### config.mk
export PLATFORM = sky130hd
export DESIGN_NAME = pc_sequencer
export DESIGN_NICKNAME = d
export VERILOG_FILES = /design/src/rtl/pc_sequencer.sv
export SDC_FILE = /design/constraint.sdc
export NUM_CORES = 1
export LEC_CHECK = 0
export ABC_AREA = 1
export ABC_CLOCK_PERIOD_IN_PS = 2370
export CAP_MARGIN = 20
export CELL_PAD_IN_SITES_DETAIL_PLACEMENT = 1
export CELL_PAD_IN_SITES_GLOBAL_PLACEMENT = 2
export CORE_MARGIN = 3
export CORE_UTILIZATION = 22
export CTS_CLUSTER_SIZE = 30
export DETAILED_ROUTE_END_ITERATION = 7
export PLACE_DENSITY_LB_ADDON = 0.1
export REMOVE_ABC_BUFFERS = 1
export SLEW_MARGIN = 20
export SYNTH_ARGS = -nofsm -noshare
export SYNTH_HDL_FRONTEND = slang
export SYNTH_SLANG_ARGS = --single-unit
### constraint.sdc
create_clock -name clk -period 2.37 [get_ports clk]
set_clock_uncertainty 0.1 [all_clocks]
set_input_delay 0.3555 -clock clk [delete_from_list [all_inputs] [get_ports clk]]
set_output_delay 0.3555 -clock clk [all_outputs]
set_load 0.01 [all_outputs]
### src/rtl/pc_sequencer.sv
// pc_sequencer
//   Instruction fetch / decode / branch sequencer. It fetches an instruction at
//   pc, decodes it for one cycle, and then does one of four things:
//   - resolves branches and register jumps itself;
//   - hands ALU and memory ops to an external execute FSM, and serves that
//     FSM's data accesses;
//   - stops in HALT on opcode 111;
//   - stops in HALT on undefined encodings, and sets the sticky illegal flag.
//
// Ports
//   clk, reset        rising-edge clock; asynchronous active-low reset
//   mem_rdata/ready   memory read data / access-complete strobe
//   mem_cmd/addr      memory command (00 none, 01 read, 10 write) and address
//   ir, pc            instruction register and program counter
//   N, V, Z           datapath status flags used by conditional branches
//   reg_value         Rd value, used as the target of BX / BLX
//   ex_start          one-cycle launch pulse to the execute FSM
//   ex_mem_req/wr/addr  data access request from the execute FSM
//   mem_ack           one-cycle pulse when that data access completes
//   ex_done           execute FSM has finished the instruction
//   link_we/link_pc   R7 write strobe and value (return address)
//   halted, illegal   sequencer stopped / undefined opcode seen (sticky)
module pc_sequencer #(
  parameter int ADDR_W   = 9,
  parameter int INSTR_W  = 16,
  parameter int RESET_PC = 0
) (
  input  logic               clk,
  input  logic               reset,
  input  logic [INSTR_W-1:0] mem_rdata,
  input  logic               mem_ready,
  output logic [1:0]         mem_cmd,
  output logic [ADDR_W-1:0]  mem_addr,
  output logic [INSTR_W-1:0] ir,
  output logic [ADDR_W-1:0]  pc,
  input  logic               N,
  input  logic               V,
  input  logic               Z,
  input  logic [ADDR_W-1:0]  reg_value,
  output logic               ex_start,
  input  logic               ex_mem_req,
  input  logic               ex_wr,
  input  logic [ADDR_W-1:0]  ex_addr,
  output logic               mem_ack,
  input  logic               ex_done,
  output logic               link_we,
  output logic [ADDR_W-1:0]  link_pc,
  output logic               halted,
  output logic               illegal
);

  localparam logic [2:0] S_IDLE   = 3'd0;
  localparam logic [2:0] S_FETCH  = 3'd1;
  localparam logic [2:0] S_DECODE = 3'd2;
  localparam logic [2:0] S_EXEC   = 3'd3;
  localparam logic [2:0] S_DMEM   = 3'd4;
  localparam logic [2:0] S_HALT   = 3'd5;

  localparam logic [1:0] CMD_NONE  = 2'b00;
  localparam logic [1:0] CMD_READ  = 2'b01;
  localparam logic [1:0] CMD_WRITE = 2'b10;

  logic [2:0]         state_q, state_d;
  logic [ADDR_W-1:0]  pc_q, pc_d;
  logic [INSTR_W-1:0] ir_q, ir_d;
  logic [ADDR_W-1:0]  daddr_q, daddr_d;
  logic               wr_q, wr_d;
  logic               illegal_q, illegal_d;

  // Instruction fields
  logic [2:0] opcode;
  logic [1:0] op;
  logic [2:0] cond;
  logic [7:0] imm8;

  assign opcode = ir_q[15:13];
  assign op     = ir_q[12:11];
  assign cond   = ir_q[10:8];
  assign imm8   = ir_q[7:0];

  // Branch arithmetic wraps silently at 2^ADDR_W
  logic [ADDR_W-1:0] imm_sx, seq_pc, target_pc;

  assign imm_sx    = ADDR_W'($signed(imm8));
  assign seq_pc    = pc_q + ADDR_W'(1);
  assign target_pc = seq_pc + imm_sx;

  logic branch_taken;
  logic cond_valid;
  logic bad_instr;

  always_comb begin
    branch_taken = 1'b0;
    case (cond)
      3'd0:    branch_taken = 1'b1;            // B
      3'd1:    branch_taken = Z;               // BEQ
      3'd2:    branch_taken = !Z;              // BNE
      3'd3:    branch_taken = N ^ V;           // BLT
      3'd4:    branch_taken = (N ^ V) | Z;     // BLE
      default: branch_taken = 1'b0;
    endcase
  end

  assign cond_valid = (cond <= 3'd4);

  always_comb begin
    state_d   = state_q;
    pc_d      = pc_q;
    ir_d      = ir_q;
    daddr_d   = daddr_q;
    wr_d      = wr_q;
    illegal_d = illegal_q;
    mem_cmd   = CMD_NONE;
    mem_addr  = pc_q;
    ex_start  = 1'b0;
    mem_ack   = 1'b0;
    link_we   = 1'b0;
    halted    = 1'b0;
    bad_instr = 1'b0;

    case (state_q)
      S_IDLE: state_d = S_FETCH;

      S_FETCH: begin
        mem_cmd = CMD_READ;
        if (mem_ready) begin
          ir_d    = mem_rdata;
          state_d = S_DECODE;
        end
      end

      S_DECODE: begin
        state_d = S_FETCH;
        case (opcode)
          3'b001: begin
            if (cond_valid) pc_d = branch_taken ? target_pc : seq_pc;
            else            bad_instr = 1'b1;
          end
          3'b010: begin
            case (op)
              2'b11: begin                      // BL
                link_we = 1'b1;
                pc_d    = target_pc;
              end
              2'b00: pc_d = reg_value;          // BX
              2'b10: begin                      // BLX
                link_we = 1'b1;
                pc_d    = reg_value;
              end
              default: bad_instr = 1'b1;
            endcase
          end
          3'b011, 3'b100, 3'b101, 3'b110: begin
            ex_start = 1'b1;
            state_d  = S_EXEC;
          end
          3'b111:  state_d = S_HALT;
          default: bad_instr = 1'b1;
        endcase
        if (bad_instr) begin
          illegal_d = 1'b1;
          state_d   = S_HALT;
        end
      end

      S_EXEC: begin
        // A data request takes priority over a simultaneous done
        if (ex_mem_req) begin
          daddr_d = ex_addr;
          wr_d    = ex_wr;
          state_d = S_DMEM;
        end else if (ex_done) begin
          pc_d    = seq_pc;
          state_d = S_FETCH;
        end
      end

      S_DMEM: begin
        mem_cmd  = wr_q ? CMD_WRITE : CMD_READ;
        mem_addr = daddr_q;
        if (mem_ready) begin
          mem_ack = 1'b1;
          state_d = S_EXEC;
        end
      end

      S_HALT: halted = 1'b1;

      default: state_d = S_IDLE;
    endcase
  end

  always_ff @(posedge clk or negedge reset) begin
    if (!reset) begin
      state_q   <= S_IDLE;
      pc_q      <= ADDR_W'(RESET_PC);
      ir_q      <= '0;
      daddr_q   <= '0;
      wr_q      <= 1'b0;
      illegal_q <= 1'b0;
    end else begin
      state_q   <= state_d;
      pc_q      <= pc_d;
      ir_q      <= ir_d;
      daddr_q   <= daddr_d;
      wr_q      <= wr_d;
      illegal_q <= illegal_d;
    end
  end

  assign ir      = ir_q;
  assign pc      = pc_q;
  assign link_pc = seq_pc;
  assign illegal = illegal_q;

endmodule

# After elaboration in Yosys (flattened, before gate mapping)
# Cells that the tools add are included.
[word_totals] elab_cells=83 reg_bits=39 inputBits=43 out_inout_bits=50
[classes] addsub=2 n_reduce_logical=15 eq_ne=26 mux=30 order_cmp=1 n_bitwise=3
[op_table] cell="9-bit case mux with 2 select lines" n=3
[op_table] cell="9-bit two-way mux" n=5
[op_table] cell="3-bit == test (second input constant)" n=7
[op_table] cell="3-bit by 2-bit == test with 1-bit output (second input constant)" n=6
[op_table] cell="3-bit case mux with 6 select lines" n=1
[op_table] cell="3-bit two-way mux" n=5
[op_table] cell="1-bit two-way mux" n=11
[op_table] cell="9-bit by 1-bit adder with 9-bit output (second input constant)" n=1
[op_table] cell="9-bit adder" n=1
[op_table] cell="3-bit by 1-bit == test with 1-bit output (second input constant)" n=3
[op_table] cell="2-bit != test (second input constant)" n=4
[op_table] cell="3-bit logical NOT" n=2
[op_table] cell="3-bit != test (second input constant)" n=2
[op_table] cell="3-bit case mux with 2 select lines" n=1
[op_table] cell="2-bit AND reduction" n=3
[op_table] cell="6-bit AND reduction" n=1
[op_table] cell="1-bit case mux with 5 select lines" n=1
[op_table] cell="5-bit OR reduction" n=1
[op_table] cell="2-bit == test (second input constant)" n=2
[op_table] cell="4-bit != test (second input constant)" n=1
[op_table] cell="2-bit case mux with 2 select lines" n=1
[op_table] cell="4-bit AND reduction" n=1
[op_table] cell="2-bit OR reduction" n=2
[op_table] cell="4-bit OR reduction" n=1
[op_table] cell="11 further kinds" n=11

# Longest topological paths before layout
[logic_depth] ltp_word=7 mapped_depth=19 ltp_nobuf=19

# Worst setup path after synthesis
# OpenSTA, ideal clock, no wires.
[synth_timing] path_kind="register to register" startpoint="register pc_q[1] (netlist: pc[1])" endpoint="register pc_q[8] (netlist: pc[8])" path_buffers=0 path_slack_ps=-41 synth_period_minus_slack_ps=2411 setup_time_ps=116 t_required_ps=2154 path_stages_with_launch=19 t_arrival_ps=2195 cell_sequence="dfrtp_1 -> ha_1 -> nand2_1 -> nor2_4 -> nand2_1 -> xnor2_2 -> ha_1 -> nand2_1 -> inv_1 -> nand2_1 -> nand2_1 -> inv_1 -> nand2_1 -> nand3_2 -> nand2_1 -> a21oi_1 -> nand2_1 -> nand2_1 -> nand2_1"
[synth_via] elab_chain_len=6 word_cells_on_any_way=9 classes_between="add/sub: 2; mux: 7"
[synth_lines] element="start, declared" line="64" rtl="logic [ADDR_W-1:0] pc_q, pc_d;"
[synth_lines] element="start signal, assigned" line="196" rtl="pc_q <= ADDR_W'(RESET_PC);"
[synth_lines] element="start signal, assigned" line="203" rtl="pc_q <= pc_d;"
[synth_lines] element="9-bit by 1-bit adder with 9-bit output *" line="85" rtl="assign seq_pc = pc_q + ADDR_W'(1);"
[synth_lines] element="named net link_pc[6]" line="47" rtl="output logic [ADDR_W-1:0] link_pc,"
[synth_lines] element="9-bit adder *" line="86" rtl="assign target_pc = seq_pc + imm_sx;"
[synth_lines] element="9-bit two-way mux (2 in a row)" line="136" rtl="if (cond_valid) pc_d = branch_taken ? target_pc : seq_pc;"
[synth_lines] element="9-bit case mux with 2 select lines *" line="134" rtl="case (opcode)"
[synth_lines] element="9-bit case mux with 2 select lines *" line="121" rtl="case (state_q)"
# Mark *: on every way through the listed nets, which the timed path passes. The rest lies on a longest branch. The select of a mux whose other input is x is not followed.
# A chain may end at the register's enable or synchronous reset.

# Worst setup path in the final report
[layout_timing] startpoint="register pc_q[0] (netlist: pc[0])" endpoint="register pc_q[8] (netlist: pc[8])"
[layout_via] elab_chain_len=6 word_cells_on_any_way=9 classes_between="add/sub: 2; mux: 7"
[layout_lines] element="9-bit by 1-bit adder with 9-bit output *" line="85"
[layout_lines] element="9-bit adder" line="86"
[layout_lines] element="9-bit two-way mux (2 in a row)" line="136"
[layout_lines] element="9-bit case mux with 2 select lines" line="134"
[layout_lines] element="9-bit case mux with 2 select lines *" line="121"
# Every way passes the cells marked *; elsewhere a longest branch is shown, timed or not. The select of a mux whose other input is x is not followed.

==> impl_metrics.yaml <==
synthesis:
  synth_area_per_cell_um2: 7.33
  synth_edf_count: 0
  yosysSeqAreaShare: 0.356
  synth_ff_type: "dfrtp_1"
  synthCells: 374
  yosysWarningCount: 0
  syn_area_mm2: 0.00274
  ys_async_sr_fraction: 1.00
  synth.distinct_cells: 39
  synth_seq_cells: 39
detailed_routing:
  ant_nets: 0
  initialDrtViolationCount: 67
  drc: 0
  vias: 2997
  drt_pass1_iterations: 4
  wl_per_cell_um: 14.5
  viasPerCell: 4.39
  drt_wl_total_um: 9920
hold_path:
  holdCritPathClass: "input port to asynchronous set/reset pin"
floorplan:
  io_pins: 93
  die_y_um: 118
  core_area_mm2: 0.0121
  start_util: 0.226
  dieArea_mm2: 0.0138
  fp.dieW_um: 118
  fp-row-count: 40
sta:
  rsz0062_at_grt: "yes"
  tightest_slew_ns: 0.565
  timing.final.ws_setup_ns: -0.0348
  max-slew-margin-rel: 0.623
  period_needed_ns: 2.40
  timing.fmax_ghz: 0.416
  setup_viol: 2
  hold_viol: 0
  fin_crit_sh: 1.01
  drv_slew: 0
global_route:
  antenna_found_initial: 0
  grt_first_pass_wirelength_um: 16500
  grt_max_degree: 40
  overflow: 0
  grt.total_usage: 0.147
  grt_pass1_vias: 3208
place:
  post-dp-hpwl_um: 7750
  port_buffers: 92
  gp_congestion: 0.754
  post_dp_cell_area_mm2: 0.00412
  placedCellCount: 665
final_layout:
  seqCellArea_um2: 976
  multi_input_area_mm2: 0.00184
  n_fill_cell: 1459
  area_growth_pct: 70.2
  antennaDiodeCount: 0
  drive_gt1_frac: 0.265
  fin_nets: 567
  design_area_mm2: 0.00467
  stdcell_count: 682
critical_path:
  critical-path-max-stage-delay_ns: 0.40
  slowest_stage: "dfrtp_1"
  endpoint_kind: "register"
  start_kind: "register"
  worstRegToRegCells: 16
  critPathKind: "register to register"
  path_cells: "ha_2, nand2_2, nor2_4, buf_4, xnor2_4, inv_2, ha_4, nand2_1, nor2_2, a21oi_2, nand3_1, nand2_2, a21oi_2, nand2_1, nand2_1, nand2_1"
  crit_top_cell: "nand2_1"
  crit_arrival_ns: 2.49
  worstPathRequired_ns: 2.46
  crit_fanout: 5
run_status:
  violations: "setup timing"
  status: "finished, violations left"
cts:
  insertion_delay_ns: 0.29
  path_clk_slew_ns: 0.06
  clkSinkCount: 39
  cts_tree: "built"
  cts-root-buf: "clkbuf_16"
  cts_buffers: 5
  clockBufferDepth: 2
  h-tree-depth: 2
power:
  ir_worst_vdd_mv: 0.407
  p_per_area_mw_per_mm2: 1550
  power_mw: 7.25
  p_leak_nw: 2.28
job:
  cap_violations: 0
==> metrics by stage <==
| step | util | setup TNS, ns | worst slack, ns | hold WS (ns) |
|---|---|---|---|---|
| finish | 0.385 | -0.0356 | -0.0348 | 0.0375 |
| global route | 0.385 | -0.575 | -0.171 | 0.0893 |
| CTS | 0.368 | -0.300 | -0.0821 | 0.0617 |
| detailed placement | 0.340 | -0.442 | -0.146 | 0.359 |
| global placement | 0.340 | -0.182 | -0.0616 | 0.353 |
| floorplan | - | -0.0666 | -0.0415 | -0.0401 |
==> flip-flops by register name, summed over array words and instances (netlist names) <==
name,cells
daddr_q,9
illegal,1
ir,16
pc,9
state_q,3
wr_q,1
==> layout by cell type, fill, tap and decap left out, drive strengths merged <==
cell,count
a31oi,4
dfrtp,39
clkinv,3
xnor2,4
a22oi,1
mux2,13
nand3b,2
nor3,3
or2,2
o22ai,1
a21boi,1
inv,41
and2,1
nor2,38
xor2,5
fa,1
clkbuf,5
a21oi,30
ha,10
dlymetal6s2s,8
o21ai,16
buf,51
dlygate4sd2,4
o21a,1
nand2,114
clkdlybuf4s50,77
nor4,1
nand3,33
bufinv,1
o211ai,2
nand4,2
==> final timing paths <==
check | endpoint | slack, ns | start
max | pc[8] | -0.03 | pc[0]
min | ir[8] | 0.04 | reset
max reg2reg | pc[8] | -0.03 | pc[0]
min reg2reg | daddr_q[4] | 0.37 | daddr_q[4]
max in group asynchronous | daddr_q[7] | 1.74 | reset
min in group clk | daddr_q[4] | 0.37 | daddr_q[4]
==> cells by family (layout without fill, tap and decap cells) <==
| group | after synthesis | count (layout) | share of synthesized area |
|---|---|---|---|
| adder cells (fa/ha/maj) | 11 | 11 | 0.0529 |
| AND/OR/NAND/NOR | 196 | 196 | 0.317 |
| XOR/XNOR | 9 | 9 | 0.0315 |
| buffers and inverters | 50 | 190 | 0.0735 |
| flip-flops | 39 | 39 | 0.356 |
| multiplexers | 13 | 13 | 0.0534 |
| AO/OA/AOI/OAI | 56 | 56 | 0.115 |
==> area by class of cell <==
type / instances / area share
multi-input combinational: 285 / 0.395
timing repair buffer: 140 / 0.280
sequential: 39 / 0.209
tap: 168 / 0.0451
inverter: 42 / 0.0343
clock buffer: 5 / 0.0268
clock inverter: 3 / 0.00939
==> layer usage <==
metal	GRT usage	wire, um	vias to the layer above
met1	0.171	4100	1455
met3	0.0312	360	10
met5	0	0	-
met2	0.269	5320	48
met4	0.0432	140	0
li1	-	-	1484
==> cells in the mapped netlist (3+ instances only) <==
cell | instances | share of area
buf_2 | 3 | 0.0055
nor2_1 | 33 | 0.045
mux2_1 | 4 | 0.016
xor2_1 | 5 | 0.016
nor3_1 | 3 | 0.0055
nand2_1 | 109 | 0.15
mux2_2 | 9 | 0.037
dfrtp_1 | 39 | 0.36
inv_1 | 36 | 0.049
nor2_2 | 3 | 0.0068
ha_1 | 10 | 0.046
a31oi_1 | 4 | 0.0091
o21ai_0 | 13 | 0.024
nand2_2 | 3 | 0.0068
inv_2 | 4 | 0.0055
nand3_2 | 3 | 0.011
clkbuf_1 | 4 | 0.0055
a21oi_1 | 30 | 0.055
nand3_1 | 30 | 0.055
xnor2_1 | 3 | 0.0096
==> worst max-delay path, delay by kind of cell, from the launching register on <==
kind,cells,cell delay (ns)
fa+ha+maj,2,0.54
compound gates,2,0.19
buf+inv,2,0.22
flops,1,0.40
xor+xnor,1,0.17
simple gates,9,0.66
==> what timing repair did <==
item | CTS | global route
resized for setup | 32 | 45
pin swaps | 14 | 19
endpoints found under the hold margin | 0 | 0
setup endpoints to repair | 18 | 18
setup buffers | 4 | 6
hold buffers | 0 | 0
==> where the power goes <==
group          internal (mW)  switching, mW  leakage, nW
Clock                  0.497          0.301       0.0838
Sequential             0.984          0.328        0.467
Combinational           2.54           2.59         1.73
(Power assumes the default switching activity.)
==> patch 1, RTL diff (same flow settings) <==
The parameter `INSTR_W` goes from 16 to 18.
--- a/src/rtl/pc_sequencer.sv
+++ b/src/rtl/pc_sequencer.sv
@@ -23,5 +23,5 @@
 module pc_sequencer #(
   parameter int ADDR_W   = 9,
-  parameter int INSTR_W  = 16,
+  parameter int INSTR_W  = 18,
   parameter int RESET_PC = 0
 ) (
Interface: changed (resized ir and mem_rdata); port bits go from 93 to 97. The function was not compared with the original's and may differ.
==> patch 1 against the original RTL <==
First-iteration DRC count is 55% higher. Power is 2.3% higher. Count of clock-buffer cells in the layout is 1 higher. Hold slack better by 0.0092 ns. Sequential cell count is 2 higher. Wire length is 3.0% higher. Final area is 3.0% higher. Setup slack better by 0.051 ns. Area after synthesis is 3.8% higher.
==> patch 1: results (changes against the original RTL) <==
status=finished, final reports clean; top cells by area, synth=dfrtp_1 36%, nand2_1 16%, nand3_1 6.9%; vias in the first global route=3381 (+5.4%); Cell variety after synth=35 (-10%); average wire per standard cell=14.4 um (-0.89%); CTS resizes=20 (-38%); Vias/cell=4.46 (+1.4%); Final nets=597 (+5.3%); switching power=3.29 mW (+2.1%); Starting DRT DRC Count=104 (+55%); Total GRT Usage=14.2% (-0.42 points); worst vdd ir=490 uV (+21%); IO Port Bufs=96 (+4.3%); pin count of the biggest net entering global routing=42 (+5.0%); total length of routed met3 wires=366 um (+1.7%); routed via count=3160 (+5.4%); Post CTS Setup Buffer Count=2 (-2); setup tns final=0 ns (+0.0356 ns); P_clk=0.709 mW (-11%); grt met1 use=17.4% (+0.30 points); Max stage delay cell, worst path=dfrtp_2; Least-Margin Pin Slew=0.572 ns (+0.00662 ns); met2 wire length=5.30 mm (-0.30%); Placer Congestion=0.762 (+1.0%); share of layout cells above drive strength 1=24.2% (-2.2 points); sequential element share of the synthesized area=36.1% (+0.46 points); power consumption=7.41 mW (+2.3%); crit path DAT=2.44 ns (-0.05 ns); P_leak=2.31 nW (+1.3%); Slowest Stage Delay on Critical Path=0.44 ns (+0.04 ns); Post-DP Area=4220 um2 (+2.5%); GR Util met2=25.6% (-1.3 points); post-synthesis cell count=401 (+7.2%); FILL cells=1487 (+1.9%); first-pass GRT wire length=16.5 mm (unchanged); reg2reg end=pc[6]$_DFFE_PN0P_; worst reg2reg setup slack=0.02 ns (+0.05 ns); max reg flops=18 (+2); Setup WS pre-CTS=-0.141 ns (+0.00460 ns); comb pwr=5.32 mW (+4%); Post-DP HPWL=7.91 mm (+2.1%); top post-synthesis cells by count=119 x nand2_1, 45 x inv_1, 44 x nor2_1, 41 x dfrtp_1, 39 x nand3_1
## patch 1: changes by cell type in the layout (fill, tap and decap cells not counted), sizes merged, moves of 3 or more
cell	before	now
clkdlybuf4s50	77	87
nand2	114	123
nor2	38	46
inv	41	48
nand3	33	40
dlymetal6s2s	8	4
o21ai	16	12
buf	51	48
## patch 1: layout make-up
cell class | instances | area, um2 | area share [%]
multi-input combinational | 301 | 1900 | 39.6
timing repair buffer | 143 | 1330 | 27.7
sequential | 41 | 1030 | 21.4
tap | 168 | 210 | 4.38
inverter | 49 | 189 | 3.93
clock buffer | 6 | 139 | 2.89
clock inverter | 1 | 7.51 | 0.156
## patch 1: cells by family (layout without fill, tap and decap cells)
group,count (synthesis),after routing,synth area share [%]
AND/OR/NAND/NOR,222,222,34.0
buffers and inverters,59,199,8.71
AO/OA/AOI/OAI,49,49,9.23
flip-flops,41,41,36.1
multiplexers,12,12,4.75
adder cells (fa/ha/maj),11,11,5.10
XOR/XNOR,7,7,2.15
==> patch 2, RTL diff (same settings) <==
Made on the original files. Reset style: synchronous (`reset`), changed in one clocked block. Comments in the files are not updated.
--- a/src/rtl/pc_sequencer.sv
+++ b/src/rtl/pc_sequencer.sv
@@ -191,5 +191,5 @@
   end
 
-  always_ff @(posedge clk or negedge reset) begin
+  always_ff @(posedge clk) begin
     if (!reset) begin
       state_q   <= S_IDLE;
Behaviour: differs if reset is asserted again (counterexample within 4 cycles, from zero or initial values and one cycle with reset low); with reset held inactive, the same outputs for 10 cycles.
==> patch 2 against the original RTL <==
Global-route usage up 0.81 points. Wire length increased by 3.3%. Hold slack improved by 0.31 ns. Register-to-register slack gained 0.13 ns. First-iteration DRC count grew 49%. Sequential cell count did not move. Die area fell by 3.4%. Setup slack improved by 0.11 ns. Final area is 5.9% lower. Area after synthesis fell by 3.6%. Critical path type is now reg2out. Largest cell class unchanged.
Power is not compared: it rests on default switching activity, and its combinational part moved more than twofold at a synthesized area within 25%.
==> patch 2: results (changes against the original RTL) <==
share of layout cells above drive strength 1=20.2% (-6.2 points); M3 GR Usage=2.40% (-0.72 points); placed cell count=671 (+0.90%); Post-Synth XOR/XNOR Area=2.32% (-0.83 points); ClkCell Share=3.65% (+0.029 points); status=finished, final reports clean; worst r2r path cells=15 (-1); fin util=38.0% (-0.57 points); sequential element share of the synthesized area=29.5% (-6.1 points); top post-synthesis cells by count=93 x nand2_1, 51 x inv_1, 41 x o21ai_0, 40 x a21oi_1, 39 x dfxtp_1; Synth Area in Adders=5.49% (+0.20 points); routed via count=3169 (+5.7%); Least-Margin Pin Slew=0.773 ns (+0.207 ns); Post-DP Area=3920 um2 (-4.8%); reg2reg end=pc[7]$_SDFFE_PN0P_; Hold WC Path Type=reg2reg; Synth Flop Type=dfxtp_1; setup tns final=0 ns (+0.0356 ns); worst reg2reg setup slack=0.10 ns (+0.13 ns); top cells by area, synth=dfxtp_1 30%, nand2_1 13%, o21ai_0 7.8%; mux contribution to synthesized area=0% (-5.3 points); multi-input gate share of total cell area=40.7% (+1.2 points); Starting DRT DRC Count=100 (+49%); FILL cells=1462 (+0.21%); pin count of the biggest net entering global routing=25 (-38%); Placer Congestion=0.776 (+2.9%); Final nets=597 (+5.3%); Reg2Reg Launch Point=pc[0]$_SDFFE_PN0P_; WHS=0.351 ns (+0.314 ns); grt met1 use=19.7% (+2.6 points); Cell variety after synth=32 (-18%); Max Fanout on Critical Path=3 (-2); CP endpoint=link_pc[4]; Non-Filler Instances=687 (+0.73%); wl on met1=4.63 mm (+13%); CLK BUF=7 (+2)
[patch 2: cell count changes after synthesis, moves of 4 or more]
cell	before	now
o21ai_0	13	41
dfrtp_1	39	0
o21ai_1	1	5
inv_1	36	51
nand3_1	30	34
a21oi_1	30	40
nor2_1	33	38
mux2_2	9	0
nand2_1	109	93
nor2_2	3	9
dfxtp_1	0	39
clkbuf_1	4	11
mux2_1	4	0
[patch 2: repair_timing]
action                     in CTS  in global routing
setup endpoints to repair      16                 19
gates resized for setup        29                 36
buffers inserted                4                  4
pin swaps                       4                  8
[patch 2: worst max-delay path, cell delays in order, from the launching register on]
cell             delay (ns)
dfxtp_4                0.36
ha_4                   0.17
nand3_4                0.10
xnor2_2                0.22
buf_4                  0.17
clkdlybuf4s50_1        0.53
[patch 2: cell families after synthesis]
logic type,Yosys count
AO/OA/AOI/OAI,99
XOR/XNOR,7
adder cells (fa/ha/maj),11
buffers and inverters,74
flip-flops,39
AND/OR/NAND/NOR,189
